<file path="config.mk">
export PLATFORM = sky130hd
export DESIGN_NAME = uart_tx_arbiter
export DESIGN_NICKNAME = d
export VERILOG_FILES = /design/src/rtl/uart_tx_arbiter.sv
export SDC_FILE = /design/constraint.sdc
export NUM_CORES = 1
export LEC_CHECK = 0
export BUFFER_PORTS_ARGS = -buffer_cell sky130_fd_sc_hd__buf_4
export CAP_MARGIN = 10
export CORE_MARGIN = 2
export CORE_UTILIZATION = 33
export CTS_BUF_LIST = sky130_fd_sc_hd__clkbuf_8 sky130_fd_sc_hd__clkbuf_16
export DETAILED_ROUTE_END_ITERATION = 6
export PLACE_DENSITY = 0.55
export SETUP_SLACK_MARGIN = 0.5
export SLEW_MARGIN = 10
export SYNTH_ARGS = -nofsm -noshare
export SYNTH_HDL_FRONTEND = slang
export SYNTH_SLANG_ARGS = --single-unit
</file>
<file path="constraint.sdc">
create_clock -name clk -period 5.5 [get_ports clk]
set_input_delay 1.65 -clock clk [delete_from_list [all_inputs] [get_ports clk]]
set_output_delay 1.65 -clock clk [all_outputs]
set_load 0.005 [all_outputs]
</file>
<file path="src/rtl/uart_tx_arbiter.sv">
// uart_tx_arbiter: shares one uart_tx among NUM_REQ byte sources.
// Round-robin grant per byte; one tx_en / req_ready pulse per grant,
// then tracks tx_rdy (fall = accepted, rise = frame done) with a timeout.
// Optional burst locking is enabled by defining UART_ARB_LOCK_EN.
module uart_tx_arbiter #(
  parameter int NUM_REQ     = 4,
  parameter int ACK_TIMEOUT = 16
) (
  input  logic                 clk,
  input  logic                 rst,
  input  logic [NUM_REQ-1:0]   req_valid,
  input  logic [8*NUM_REQ-1:0] req_data,
  input  logic [NUM_REQ-1:0]   req_lock,
  output logic [NUM_REQ-1:0]   req_ready,
  input  logic                 tx_rdy,
  output logic                 tx_en,
  output logic [7:0]           tx_data,
  output logic [2:0]           grant_id,
  output logic                 busy,
  output logic                 timeout
);

  localparam logic [1:0] IDLE      = 2'd0;
  localparam logic [1:0] WAIT_BUSY = 2'd1;
  localparam logic [1:0] WAIT_DONE = 2'd2;

  logic [1:0] state;
  logic [2:0] ptr;
  logic [7:0] timer;
  logic       lock_q;

  logic       win_found;
  logic [2:0] win_id;
  logic [7:0] win_byte;
  logic       win_lock;
  logic       cur_valid;
  logic       grant;

  // Winner select: pointer-relative scan, overridden by a live lock holder.
  // Loops compare against constant indices so every select is static.
  always_comb begin
    win_found = 1'b0;
    win_id    = ptr;
    win_byte  = 8'h00;
    win_lock  = 1'b0;
    cur_valid = 1'b0;
    for (int k = 1; k <= NUM_REQ; k++) begin
      for (int i = 0; i < NUM_REQ; i++) begin
        if (!win_found && req_valid[i] && (i == (int'(ptr) + k) % NUM_REQ)) begin
          win_found = 1'b1;
          win_id    = 3'(i);
        end
      end
    end
    for (int i = 0; i < NUM_REQ; i++)
      if (grant_id == 3'(i)) cur_valid = req_valid[i];
    if (lock_q && cur_valid) win_id = grant_id;
    for (int i = 0; i < NUM_REQ; i++) begin
      if (win_id == 3'(i)) begin
        win_byte = req_data[8*i +: 8];
        win_lock = req_lock[i];
      end
    end
  end

  assign grant = (state == IDLE) && tx_rdy && win_found;
  assign busy  = (state != IDLE);

  // Grant / handshake FSM; pulse outputs default low every cycle.
  always_ff @(posedge clk) begin
    if (rst) begin
      state     <= IDLE;
      ptr       <= 3'(NUM_REQ - 1);
      timer     <= 8'h00;
      tx_en     <= 1'b0;
      tx_data   <= 8'h00;
      req_ready <= '0;
      grant_id  <= 3'd0;
      timeout   <= 1'b0;
    end else begin
      tx_en     <= 1'b0;
      req_ready <= '0;
      timeout   <= 1'b0;
      case (state)
        IDLE: begin
          if (grant) begin
            tx_data   <= win_byte;
            tx_en     <= 1'b1;
            req_ready <= NUM_REQ'(1) << win_id;
            grant_id  <= win_id;
            ptr       <= win_id;
            timer     <= 8'h00;
            state     <= WAIT_BUSY;
          end
        end
        WAIT_BUSY: begin
          // Byte is already consumed; on timeout it is dropped, not retried.
          if (!tx_rdy)
            state <= WAIT_DONE;
          else if (timer == 8'(ACK_TIMEOUT - 1)) begin
            timeout <= 1'b1;
            state   <= IDLE;
          end else
            timer <= timer + 8'h01;
        end
        WAIT_DONE: begin
          if (tx_rdy) state <= IDLE;
        end
        default: state <= IDLE;
      endcase
    end
  end

`ifdef UART_ARB_LOCK_EN
  // Capture the winner's lock request at each grant.
  always_ff @(posedge clk) begin
    if (rst)        lock_q <= 1'b0;
    else if (grant) lock_q <= win_lock;
  end
`else
  // Locking disabled: pure round-robin, req_lock has no effect.
  logic unused_lock;
  assign lock_q      = 1'b0;
  assign unused_lock = win_lock;
`endif

endmodule

</file>
**Word-level counts from Yosys, hierarchy flattened**

Index checks and enable logic that the tools add are counted.

- Flip-flop bits (word level): 30
- Output and inout port bits: 18

- Add/subtract/negate cells: 5
- Eq/ne operators: 23
- Shifts and indexed selects: 1
- Muxes and demuxes: 47
- Bitwise gates (word level): 8
- Reduce and logical (&&, ||, !) cells: 66

Operator list:

| kind | number |
|---|---|
| zero test 32 bit | 4 |
| 2-to-1 mux 8 bit | 7 |
| 2-to-1 mux 3 bit | 16 |
| logical AND 1 bit | 33 |
| == test 3 bit (first input constant) | 8 |
| 2-to-1 mux 1 bit | 18 |
| case mux 8 bit (2 select lines) | 1 |
| zero test 1 bit | 15 |
| == test 2 x 3 -> 1 bit (first input constant) | 4 |
| OR reduction 2 bit | 5 |
| adder 8 x 1 -> 8 bit (second input constant) | 1 |
| == test 8 x 4 -> 1 bit (second input constant) | 1 |
| 2-to-1 mux 2 bit | 4 |
| inequality test 2 bit (second input constant) | 4 |
| == test 3 x 2 -> 1 bit (second input constant) | 2 |
| case mux 2 bit (3 select lines) | 1 |
| OR reduction 3 bit | 2 |
| adder 2 x 1 -> 2 bit (second input constant) | 2 |
| adder 2 bit (second input constant) | 2 |
| AND 1 bit (first input constant) | 4 |
| inverter 1 bit | 4 |
| AND reduction 4 bit | 1 |
| nonzero test 2 bit | 2 |
| left shift 1 x 3 -> 4 bit (first input constant) | 1 |
| 8 further kinds | 8 |

**Longest topological paths before layout**

Gate-level depths: netlist of run 1.

- Word-level depth: 71
- Mapped depth: 7
- Gate-level depth less buffers: 6

**Least setup slack after synthesis of run 1**

Ideal clock, no wire load.

- Kind: input to register
- Start: in req_valid[1]
- End: reg tx_data[0]
- Setup time: 0.086 ns
- Data arrival time: 2.832 ns
- Required time: 5.414 ns
- Path slack: 2.583 ns
- Stages: 6
- Cell sequence: or2b_1 a21oi_2 or3_4 buf_6 a211o_1 a211oi_1

- Longest elaborated chain between the ends: 64
- Elaborated cells between the ends (all ways): 84
- Those cells by class: eq/ne: 3; mux: 34; reduce/logical: 47

Ends and longest elaborated chain:

| item | RTL line | text |
|---|---|---|
| start: declaration | 11 | `input logic [NUM_REQ-1:0] req_valid,` |
| logical AND 1 bit (2 in a row) | 49 | `if (!win_found && req_valid[i] && (i == (int'(ptr) + k) % NUM_REQ)) begin` |
| 2-to-1 mux 1 bit | 49 |  |
| zero test 1 bit | 49 |  |
| logical AND 1 bit (2 in a row) | 49 |  |
| 2-to-1 mux 1 bit | 49 |  |
| zero test 1 bit | 49 |  |
| logical AND 1 bit (2 in a row) | 49 |  |
| 2-to-1 mux 1 bit | 49 |  |
| (+40 left out) | n/a |  |
| zero test 1 bit | 49 |  |
| logical AND 1 bit (2 in a row) | 49 |  |
| 2-to-1 mux 1 bit | 49 |  |
| zero test 1 bit | 49 |  |
| logical AND 1 bit (2 in a row) | 49 |  |
| 2-to-1 mux 3 bit | 49 |  |
| zero test 3 bit | 59 | `if (win_id == 3'(i)) begin` |
| 2-to-1 mux 8 bit (4 in a row) | 59 |  |
| end signal: assignment | 87 | `tx_data <= win_byte;` |
| end: declaration | 17 | `output logic [7:0] tx_data,` |

Parallel ways exist; a longest one is shown, timed or not.
A chain may end at the register's enable or synchronous reset.

**Final worst setup path of run 1**

- Start: in req_valid[3]
- End: reg tx_data[0]

- Longest elaborated chain between the ends: 56
- Elaborated cells between the ends (all ways): 74
- Those cells by class: eq/ne: 3; mux: 30; reduce/logical: 41

Ends and longest elaborated chain:

| item | RTL line |
|---|---|
| logical AND 1 bit (2 in a row) | 49 |
| 2-to-1 mux 1 bit | 49 |
| zero test 1 bit | 49 |
| logical AND 1 bit (2 in a row) | 49 |
| 2-to-1 mux 1 bit | 49 |
| zero test 1 bit | 49 |
| logical AND 1 bit (2 in a row) | 49 |
| 2-to-1 mux 1 bit | 49 |
| (+32 left out) | n/a |
| zero test 1 bit | 49 |
| logical AND 1 bit (2 in a row) | 49 |
| 2-to-1 mux 1 bit | 49 |
| zero test 1 bit | 49 |
| logical AND 1 bit (2 in a row) | 49 |
| 2-to-1 mux 3 bit | 49 |
| zero test 3 bit | 59 |
| 2-to-1 mux 8 bit (4 in a row) | 59 |

Parallel ways exist; a longest one is shown, timed or not.

==> flow_summary_export.csv, run 1 <==
group,metric,value,unit
grt,grt_pass1_vias,1370,
power,power.density,264,nW/um^2
layout,multi_input_area,900,sq um
worst_setup_path,critical_path_buf_inv_count,1,
timing,drv_slew,0,
die,dieHeight,72.7,um
timing,finalClockSkew,0.00344,ns
synth,synth_enable_flop_cells,0,
worst_setup_path,slowest_stage,"nor4_2",
die,std_cell_rows,24,
clocking,numCtsBuffers,5,
route,first_pass_iters,4,
layout,drive_gt1_frac,0.325,
route,postRouteAntennaNets,0,
hold_path,holdPathStages,2,
layout,stdcell_count,286,
route,detailedRoute.firstIterationViolations,56,
synth,netlist.area_leader.share,0.373,
synth,yosys.cell_types.count,48,
layout,seqCellArea,581,sq um
synth,ys.flop_type,"dfxtp_1",
placement,dp_cells,278,
placement,dpl.hpwl,2960,um
synth,synth_area_leaders,"dfxtp_1 37%, nor2_1 5.6%, a211oi_1 4.3%",
run,drv_cap,0,
clocking,clock_latency,0.27,ns
route,drt-total-wl,3990,um
layout,fillCellCount,459,
route,viasPerCell,5.19,
placement,port-buffer-count,56,
synth,yosys.area.top_type,"dfxtp_1",
synth,synth_seq_cells,29,
worst_setup_path,cp-startpoint,"req_valid[3]",
hold_path,hp-class,"flip-flop to flip-flop",
clocking,clk_pin_slew,0.06,ns
die,start_util,0.350,
die,fp.dieW,72.7,um
synth,ys_seq_area_frac,0.373,
synth,yosysWarnings,0,
synth,avgSynthCellArea,8.59,sq um
timing,slew_headroom,0.564,
worst_setup_path,path_delay_family,"simple AND/OR/NAND/NOR gates",
synth,synthArstFlopShare,0,
worst_setup_path,slowest_delay,0.45,ns
worst_setup_path,critPathArrivalTime,3.23,ns
worst_setup_path,cp-end-kind,"flip-flop",
worst_setup_path,r2r_start,"ptr[1]",
layout,diodes,0,
placement,gp_congestion,0.863,
worst_setup_path,worstPathRequired,5.65,ns
timing,rsz0062_at_grt,"no",
layout,area_growth,33.9,%
layout,nNetsFinal,277,
power,leakagePower,0.883,nW
hold_path,min_to,"tx_data[0]",
die,die_area,5280,sq um
route,avgRoutedWirePerCell,13.9,um
hold_path,hold_start,"tx_data[0]",
timing,setup_viol,0,
clocking,clock_path_buffers,2,
grt,grt_first_pass_wirelength,6290,um
timing,hold_viol_final,0,
grt,globalRoute.totalOverflow,0,
route,vias,1484,
timing,tns,0,ns
worst_setup_path,worstPathMaxFanout,8,
grt,antenna_found_initial,0,
power,ir_drop,171,uV
worst_setup_path,crit_chain,"buf_4 > nor4_2 > and2_1 > nor4b_4 > a221oi_1 > a211oi_1",
grt,track_usage,0.154,
timing,finalCriticalPeriod,3.08,ns
worst_setup_path,r2r-end,"tx_data[2]",
die,core_area,4440,sq um
clocking,clock_sinks,29,
die,pin_count,61,
worst_setup_path,criticalPathCategory,"primary input to flip-flop",
synth,synth_area,1560,sq um
worst_setup_path,rrSetupSlack,3.53,ns
clocking,cts.htree.levels,2,
clocking,root_buffer,"clkbuf_8",
synth,syn-instance-count,181,
clocking,cts-resized-gates,0,
clocking,cts_setup_buffers,0,
worst_setup_path,r2r_cells,5,
outcome,outcome,"completed",
clocking,hold_buffers,0,
route,drc,0,
worst_setup_path,start_kind,"primary input",
clocking,cts_tree,"built",
timing,post-route-period-util,0.561,
grt,grt_max_degree,18,
layout,final_common_cell,"buf_4",
layout,mostFrequentLayoutCells,"57 x buf_4, 29 x dfxtp_1, 23 x nor2_1",
timing,fmax,324,MHz
synth,syn_nets,225,
timing,worst_slew_pin_slew,0.653,ns
power breakdown:
| group | internal (W) | switching (W) | leakage (nW) |
|---|---|---|---|
| Clock | 0.000113 | 0.0000760 | 0.0542 |
| Sequential | 0.000223 | 0.0000105 | 0.237 |
| Combinational | 0.0000653 | 0.0000626 | 0.591 |
registers in the layout, summed over array words and instances (netlist names):
| name | flops |
|---|---|
| tx_data | 8 |
| ptr | 2 |
| timeout | 1 |
| grant_id | 3 |
| tx_en | 1 |
| timer | 8 |
| state | 2 |
| req_ready | 4 |
Yosys cell counts, types with 2 or more instances:
cell type and instances:
a211o_1 7, a211oi_1 9, a21boi_0 2, a21oi_1 8, a221oi_1 7, and2_1 4
buf_2 2, buf_6 2, clkbuf_1 6, dfxtp_1 29, inv_1 2, mux2i_1 2
nand2_1 6, nand2b_1 4, nand3_1 10, nor2_1 23, nor2b_1 2, nor3_1 5
nor4b_1 3, o21a_1 2, o21ai_0 11, or2_2 2, or3_1 2, or4_1 2
xnor2_1 4, xor2_1 3
area by class of cell:
class / count / area share
clock buffer: 7 / 0.0463
multi-input combinational: 138 / 0.432
inverter: 2 / 0.00361
clock inverter: 1 / 0.00240
sequential: 29 / 0.279
tap: 52 / 0.0312
timing repair buffer: 57 / 0.206
worst max path at each step:
stage                  to  slack [ns]  depth (start not counted)
4_1_cts        tx_data[2]        2.39                          6
3_3_place_gp   tx_data[0]        2.11                          6
3_5_place_dp   tx_data[2]        2.13                          6
2_1_floorplan  tx_data[0]        2.58                          6
5_1_grt        tx_data[0]        2.19                          6
6_report       tx_data[0]        2.42                          6
logic make-up (layout without fill, tap and decap cells):
family / Yosys count / after routing / share of synthesized area
xor gates and xnor gates: 7 / 7 / 0.0394
muxes: 2 / 2 / 0.0129
AOI/OAI and AO/OA: 53 / 53 / 0.241
adders and majority gates: 1 / 1 / 0.00804
and+or+nand+nor: 75 / 75 / 0.277
DFF: 29 / 29 / 0.373
buffers and inverters: 14 / 67 / 0.0483
metal layers:
layer	GRT usage	vias to the layer above	routed length (um)
met2	0.255	52	1780
li1	-	768	-
met1	0.197	659	1900
met4	0.0432	0	27
met3	0.0414	5	285
met5	0	-	0
per-stage QoR:
| stage | power [W] | utilization | worst slack [ns] | area [sq um] | hold slack (ns) |
|---|---|---|---|---|---|
| global route | 0.000580 | 0.468 | 2.19 | 2080 | 0.528 |
| finish | 0.000550 | 0.468 | 2.42 | 2080 | 0.497 |
| detailed placement | 0.000368 | 0.446 | 2.13 | 1980 | 0.482 |
| global placement | 0.000368 | 0.446 | 2.11 | 1980 | 0.483 |
| CTS | 0.000557 | 0.468 | 2.39 | 2080 | 0.499 |
| floorplan | 0.000314 | - | 2.58 | 1560 | 0.445 |
worst min-delay path: stages, from the launching register on:
cell and delay (ns):
dfxtp_1 0.31, nor2_1 0.09, a211oi_1 0.05
No activity file was read; power rests on OpenSTA's default activity.
==> run 2, diff against run 1 <==
- ABC_AREA: not set -> 1
- clock period: 5.5 -> 2.6 ns (I/O delays scaled with it)
==> run 2 against run 1 <==
  * Die area up 15%
  * Design area up 48%
  * Critical endpoint is now tx_data[2]
  * Largest power group is now combinational cells
  * Power grew to 3.1 times the previous value
  * Worst hold slack got worse by 0.045 ns
  * Register-to-register slack worse by 3.3 ns
  * Worst setup slack got worse by 2.2 ns
  * Via count up 32%
==> flow_summary_export.csv, run 2 <==
group,metric,value,unit
die,core_area,5170,sq um
clocking,cts.htree.levels,2,
timing,fmax,423,MHz
grt,use_met3,0.0523,
synth,synth_area,1800,sq um
layout,area_growth,70.9,%
timing,post-route-period-util,0.910,
clocking,clock_sinks,29,
placement,dp_cells,397,
timing,drv_slew,0,
hold_path,hp-class,"flip-flop to flip-flop",
route,drc,0,
worst_setup_path,r2r_start,"ptr[1]",
power,power.density,546,nW/um^2
layout,diodes,0,
synth,synth_area_leaders,"dfxtp_1 32%, nand3_1 11%, nand2_1 11%",
synth,ys.flop_type,"dfxtp_1",
worst_setup_path,slowest_delay,0.19,ns
synth,yosys.area.top_type,"dfxtp_1",
clocking,numCtsBuffers,5,
layout,fillCellCount,459,
grt,use_met2,0.278,
run,drv_cap,0,
synth,avgSynthCellArea,7.11,sq um
timing,setup_viol,0,
timing,rsz0062_at_grt,"yes",
worst_setup_path,critPathArrivalTime,2.54,ns
grt,top_usage_layer,"met2",
layout,multi_input_area,1380,sq um
worst_setup_path,cp-end-kind,"flip-flop",
placement,dpl.hpwl,3600,um
synth,synthArstFlopShare,0,
clocking,cts_tree,"built",
power,net-switching-power,0.000629,W
grt,grt_pass1_vias,1878,
clocking,clock_path_buffers,2,
synth,yosys.cell_types.count,39,
synth,ys_seq_area_frac,0.323,
layout,seqCellArea,581,sq um
grt,globalRoute.totalOverflow,0,
layout,top_regs,"timer: 8 flops, tx_data: 8 flops, req_ready: 4 flops",
timing,hold_ws,0.452,ns
clocking,clock_latency,0.28,ns
route,detailedRoute.firstIterationViolations,75,
die,die_area,6060,sq um
die,std_cell_rows,26,
die,start_util,0.348,
grt,antenna_found_initial,0,
worst_setup_path,start_kind,"primary input",
placement,gp_congestion,0.812,
clocking,root_buffer,"clkbuf_8",
synth,yosysMostFrequentCell,"nand2_1",
die,pin_count,61,
power,leakagePower,1.40,nW
die,dieHeight,77.8,um
power,combPwrFrac,0.486,
worst_setup_path,path_delay_family,"simple AND/OR/NAND/NOR gates",
synth,yosysWarnings,0,
worst_setup_path,worstPathMaxFanout,7,
timing,hold_viol_final,0,
route,postRouteAntennaNets,0,
power,pwr-share-seq,0.300,
synth,synth_enable_flop_cells,0,
worst_setup_path,critical_path_buf_inv_count,2,
layout,drive_gt1_frac,0.527,
synth,netlist.area_leader.share,0.323,
grt,grt_max_degree,21,
layout,nNetsFinal,390,
grt,grt_use_met1,0.213,
layout,stdcell_count,417,
synth,syn-instance-count,253,
route,first_pass_iters,4,
synth,synth_common_cells,"51 x nand2_1, 41 x nand3_1, 31 x nor2_1",
route,drt-total-wl,5100,um
route,viasPerCell,4.69,
worst_setup_path,crit_chain,"buf_6 > nand3_4 > nand2_4 > nor2_4 > nand4_4 > nor2_4 > nand4_4 > nor2_2 > nand3_2 > nor2_4 > nand3_4 > buf_6 > nand3_1 > nand3_1 > nor2_1 > nor2_1",
grt,grt_first_pass_wirelength,8250,um
layout,mostFrequentLayoutCells,"73 x buf_4, 39 x nand2_1, 29 x dfxtp_1",
timing,worst_slew_pin_slew,0.404,ns
worst_setup_path,criticalPathCategory,"primary input to flip-flop",
placement,port-buffer-count,56,
outcome,outcome,"completed",
worst_setup_path,cp-startpoint,"req_valid[2]",
synth,synth_seq_cells,29,
grt,track_usage,0.169,
synth,syn_nets,297,
route,vias,1955,
worst_setup_path,cp_common_cell,"nor2_4",
worst_setup_path,slowest_stage,"buf_6",
clocking,clk_pin_slew,0.07,ns
power,switching_share,0.375,
hold_path,hold_start,"state[1]",
power,clkPwrFrac,0.213,
worst_setup_path,worstPathRequired,2.77,ns
timing,finalCriticalPeriod,2.37,ns
timing,slew_headroom,0.730,
timing,finalClockSkew,0.00311,ns
die,fp.dieW,77.8,um
power,intPower,0.00105,W
power,ir_drop,253,uV
route,avgRoutedWirePerCell,12.2,um
layout,final_common_cell,"buf_4",
-- run 2: cell types whose count changed in the layout (fill, tap and decap cells not counted), sizes merged, moves of 4 or more --
cell / delta
nand3: +34
inv: +23
nand2b: -4
a221oi: -7
nor2: +16
nor3: +4
a211oi: -9
a211o: -7
nor4b: -4
nand2: +50
nand4: +5
and2: -4
buf: +35
-- run 2: logic make-up (layout without fill, tap and decap cells) --
| kind of cell | Yosys count | count (layout) | share of synthesized area |
|---|---|---|---|
| AOI/OAI and AO/OA | 26 | 26 | 0.0863 |
| DFF | 29 | 29 | 0.323 |
| adders and majority gates | 1 | 1 | 0.00696 |
| buffers and inverters | 32 | 125 | 0.0800 |
| xor gates and xnor gates | 3 | 3 | 0.0146 |
| and+or+nand+nor | 162 | 163 | 0.489 |
-- run 2: routing by layer --
layer	part of all wire	up-vias	routed length, um
met4	0.010	0	52
met3	0.061	6	313
met2	0.48	48	2470
met5	0	-	0
li1	-	1030	-
met1	0.44	871	2260
-- run 2: final timing paths --
kind                              endpoint  slack, ns  depth (start not counted)
worst max-delay path            tx_data[2]       0.23                         16
worst max register to register  tx_data[2]       0.28                         16
worst min-delay path              state[1]       0.45                          1
worst min register to register    state[1]       0.45                          1
-- run 2: cell type report --
type	instances	share of cell area
multi-input cells	193	0.449
clock inverters	3	0.00448
clock buffers	5	0.0224
flip-flops and latches	29	0.189
repair buffers	92	0.265
inverters	25	0.0419
well taps	70	0.0285
-- run 2: per-stage QoR --
step,utilization,power [W],worst slack (ns),instance area (sq um),TNS [ns]
floorplan,-,0.000906,0.170,1870,0
global placement,0.492,0.00117,-0.105,2540,-0.925
detailed placement,0.492,0.00117,-0.117,2540,-1.29
CTS,0.550,0.00162,0.213,2850,0
global route,0.594,0.00179,0.0673,3070,0
finish,0.594,0.00168,0.235,3070,0
-- run 2: power groups by stage --
stage | Combinational (W) | Sequential, W | Clock [W]
floorplan | 0.000388 | 0.000518 | 0
global placement | 0.000659 | 0.000514 | 0
detailed placement | 0.000661 | 0.000514 | 0
CTS | 0.000748 | 0.000504 | 0.000369
global route | 0.000891 | 0.000509 | 0.000388
finish | 0.000817 | 0.000504 | 0.000358
-- run 2: repair_timing --
item / CTS / global route
setup endpoints to repair: 27 / 27
gates cloned: 2 / 0
setup buffers: 8 / 2
pin swaps: 9 / 16
hold buffers: 0 / 0
resized for setup: 31 / 49
==> run 3, diff against run 2 <==
--- a/config.mk
+++ b/config.mk
@@ -15,3 +15,3 @@
 export PLACE_DENSITY = 0.55
-export SETUP_SLACK_MARGIN = 0.5
+export SETUP_SLACK_MARGIN = 0.4
 export SLEW_MARGIN = 10
--- a/constraint.sdc
+++ b/constraint.sdc
@@ -3,2 +3,2 @@
 set_output_delay 0.78 -clock clk [all_outputs]
-set_load 0.005 [all_outputs]
+set_load 0.02 [all_outputs]
==> run 3 against run 2 <==
  * Power increased by 13%
  * Routed wire length increased by 0.14%
  * Sequential cell count unchanged
  * Critical path type unchanged
  * Sequential share of layout area increased by 0.095 points
  * Via count increased by 0.77%
==> flow_summary_export.csv, run 3 (synthesized netlist as in run 2, its figures left out) <==
group,metric,value,unit
route,wl_met2,2450,um
power,intPower,0.00125,W
placement,dpl.hpwl,3630,um
route,dr.max_layer_used,"met4",
route,wl_met1,2270,um
worst_setup_path,r2r_start,"ptr[1]",
timing,worst_slew_pin_slew,0.408,ns
route,vias,1970,
worst_setup_path,critPathArrivalTime,2.53,ns
layout,final_common_cell,"buf_4",
grt,grt_pass1_vias,1964,
power,clkPwrFrac,0.298,
timing,post-route-period-util,0.908,
route,viasPerCell,4.69,
layout,area_growth,70.4,%
power,switching_share,0.342,
placement,place_area,2560,sq um
placement,gp_congestion,0.801,
power,power.density,619,nW/um^2
die,std_cell_rows,26,
hold_path,hold_start,"state[0]",
timing,setup_viol,0,
route,drt-total-wl,5100,um
layout,nNetsFinal,393,
clocking,clk_pin_slew,0.07,ns
route,detailedRoute.firstIterationViolations,76,
route,route.met3.wl,326,um
timing,hold_viol_final,0,
timing,finalCriticalPeriod,2.36,ns
layout,stdcell_count,420,
worst_setup_path,criticalPathCategory,"primary input to flip-flop",
layout,fillCellCount,477,
timing,fmax,423,MHz
route,first_pass_iters,4,
power,power,0.00190,W
layout,mostFrequentLayoutCells,"82 x buf_4, 38 x nand2_1, 28 x dfxtp_1",
timing,hold_ws,0.459,ns
grt,track_usage,0.178,
power,net-switching-power,0.000649,W
route,postRouteAntennaNets,0,
route,avgRoutedWirePerCell,12.2,um
timing,rsz0062_at_grt,"yes",
clocking,clock_latency,0.28,ns
grt,antenna_found_initial,0,
worst_setup_path,start_kind,"primary input",
die,dieHeight,77.8,um
run,drv_cap,0,
power,ir_drop,328,uV
clocking,cts.htree.levels,2,
clocking,clock_path_buffers,2,
layout,diodes,0,
placement,port-buffer-count,56,
outcome,outcome,"completed",
layout,multi_input_area,1310,sq um
hold_path,hp-class,"flip-flop to flip-flop",
grt,globalRoute.totalOverflow,0,
grt,grt_first_pass_wirelength,8740,um
worst_setup_path,worstPathMaxFanout,5,
power,leakagePower,1.39,nW
placement,dp_cells,396,
die,start_util,0.348,
clocking,numCtsBuffers,5,
timing,slew_headroom,0.727,
grt,grt_max_degree,21,
clocking,clock_sinks,29,
die,die_area,6060,sq um
worst_setup_path,worstPathRequired,2.77,ns
worst_setup_path,cp-startpoint,"req_valid[0]",
power,pwr-share-seq,0.267,
power,combPwrFrac,0.435,
layout,design_area,3060,sq um
layout,top_regs,"timer: 8 flops, tx_data: 8 flops, req_ready: 4 flops",
timing,finalClockSkew,0.00517,ns
clocking,root_buffer,"clkbuf_8",
layout,drive_gt1_frac,0.514,
die,fp.dieW,77.8,um
die,pin_count,61,
clocking,cts_tree,"built",
worst_setup_path,cp-end-kind,"flip-flop",
route,drc,0,
die,core_area,5170,sq um
timing,drv_slew,0,
layout,seqCellArea,582,sq um
-- run 3: cell count changes in the layout (fill, tap and decap cells not counted), sizes merged --
| cell | before | now |
|---|---|---|
| buf | 92 | 95 |
| bufinv | 0 | 2 |
| clkinv | 3 | 1 |
-- run 3: power groups by stage --
| stage | Clock (W) | Combinational [W] | Sequential, W |
|---|---|---|---|
| floorplan | 0 | 0.000390 | 0.000550 |
| CTS | 0.000577 | 0.000782 | 0.000505 |
| global route | 0.000598 | 0.000895 | 0.000511 |
| detailed placement | 0 | 0.000716 | 0.000514 |
| finish | 0.000566 | 0.000825 | 0.000506 |
| global placement | 0 | 0.000711 | 0.000514 |
-- run 3: layer usage --
metal,track usage,vias up
li1,-,1038
met1,0.218,876
met2,0.301,50
met3,0.0500,6
met4,0.0554,0
met5,0,-
-- run 3: worst paths after layout --
path | end | slack [ns] | cells past startpoint
worst min-delay path | state[1] | 0.46 | 1
worst max register to register | timer[1] | 0.31 | 18
worst max-delay path | timer[1] | 0.24 | 18
worst min register to register | state[1] | 0.46 | 1
-- run 3: area by class of cell --
type                            count  area share
Tap cell                           70      0.0286
Multi-Input combinational cell    193       0.426
Clock buffer                        5      0.0225
Inverter                           25      0.0380
Sequential cell                    29       0.190
Timing Repair Buffer               95       0.274
Clock inverter                      3      0.0212
-- run 3: what timing repair did --
| action | 4_1_cts | 5_1_grt |
|---|---|---|
| setup buffers | 9 | 5 |
| gates cloned | 2 | 0 |
| pin swaps | 17 | 12 |
| endpoints found under the setup margin | 26 | 27 |
| resized for setup | 32 | 26 |
| hold buffers | 0 | 0 |
-- run 3: worst max-delay path, stage by stage --
cell and delay (ns):
buf_8 0.10, nand3_4 0.06, nand2_4 0.06, nor2_4 0.14
nand4_4 0.10, nor2_4 0.13, nand4_4 0.09, nor2_2 0.13
nand3_2 0.08, nor2_4 0.13, buf_6 0.11, nand2_4 0.04
nand3_4 0.12, buf_12 0.14, buf_12 0.09, nand2_4 0.08
nor2_4 0.10, nor3_2 0.04
-- run 3: through the flow --
step                      utilization  setup WS (ns)  TNS (ns)
after floorplan                     -          0.170         0
after global placement          0.495         -0.106     -1.06
after detailed placement        0.495         -0.125     -1.27
after CTS                       0.565          0.196         0
after global routing            0.592          0.123         0
final                           0.592          0.238         0
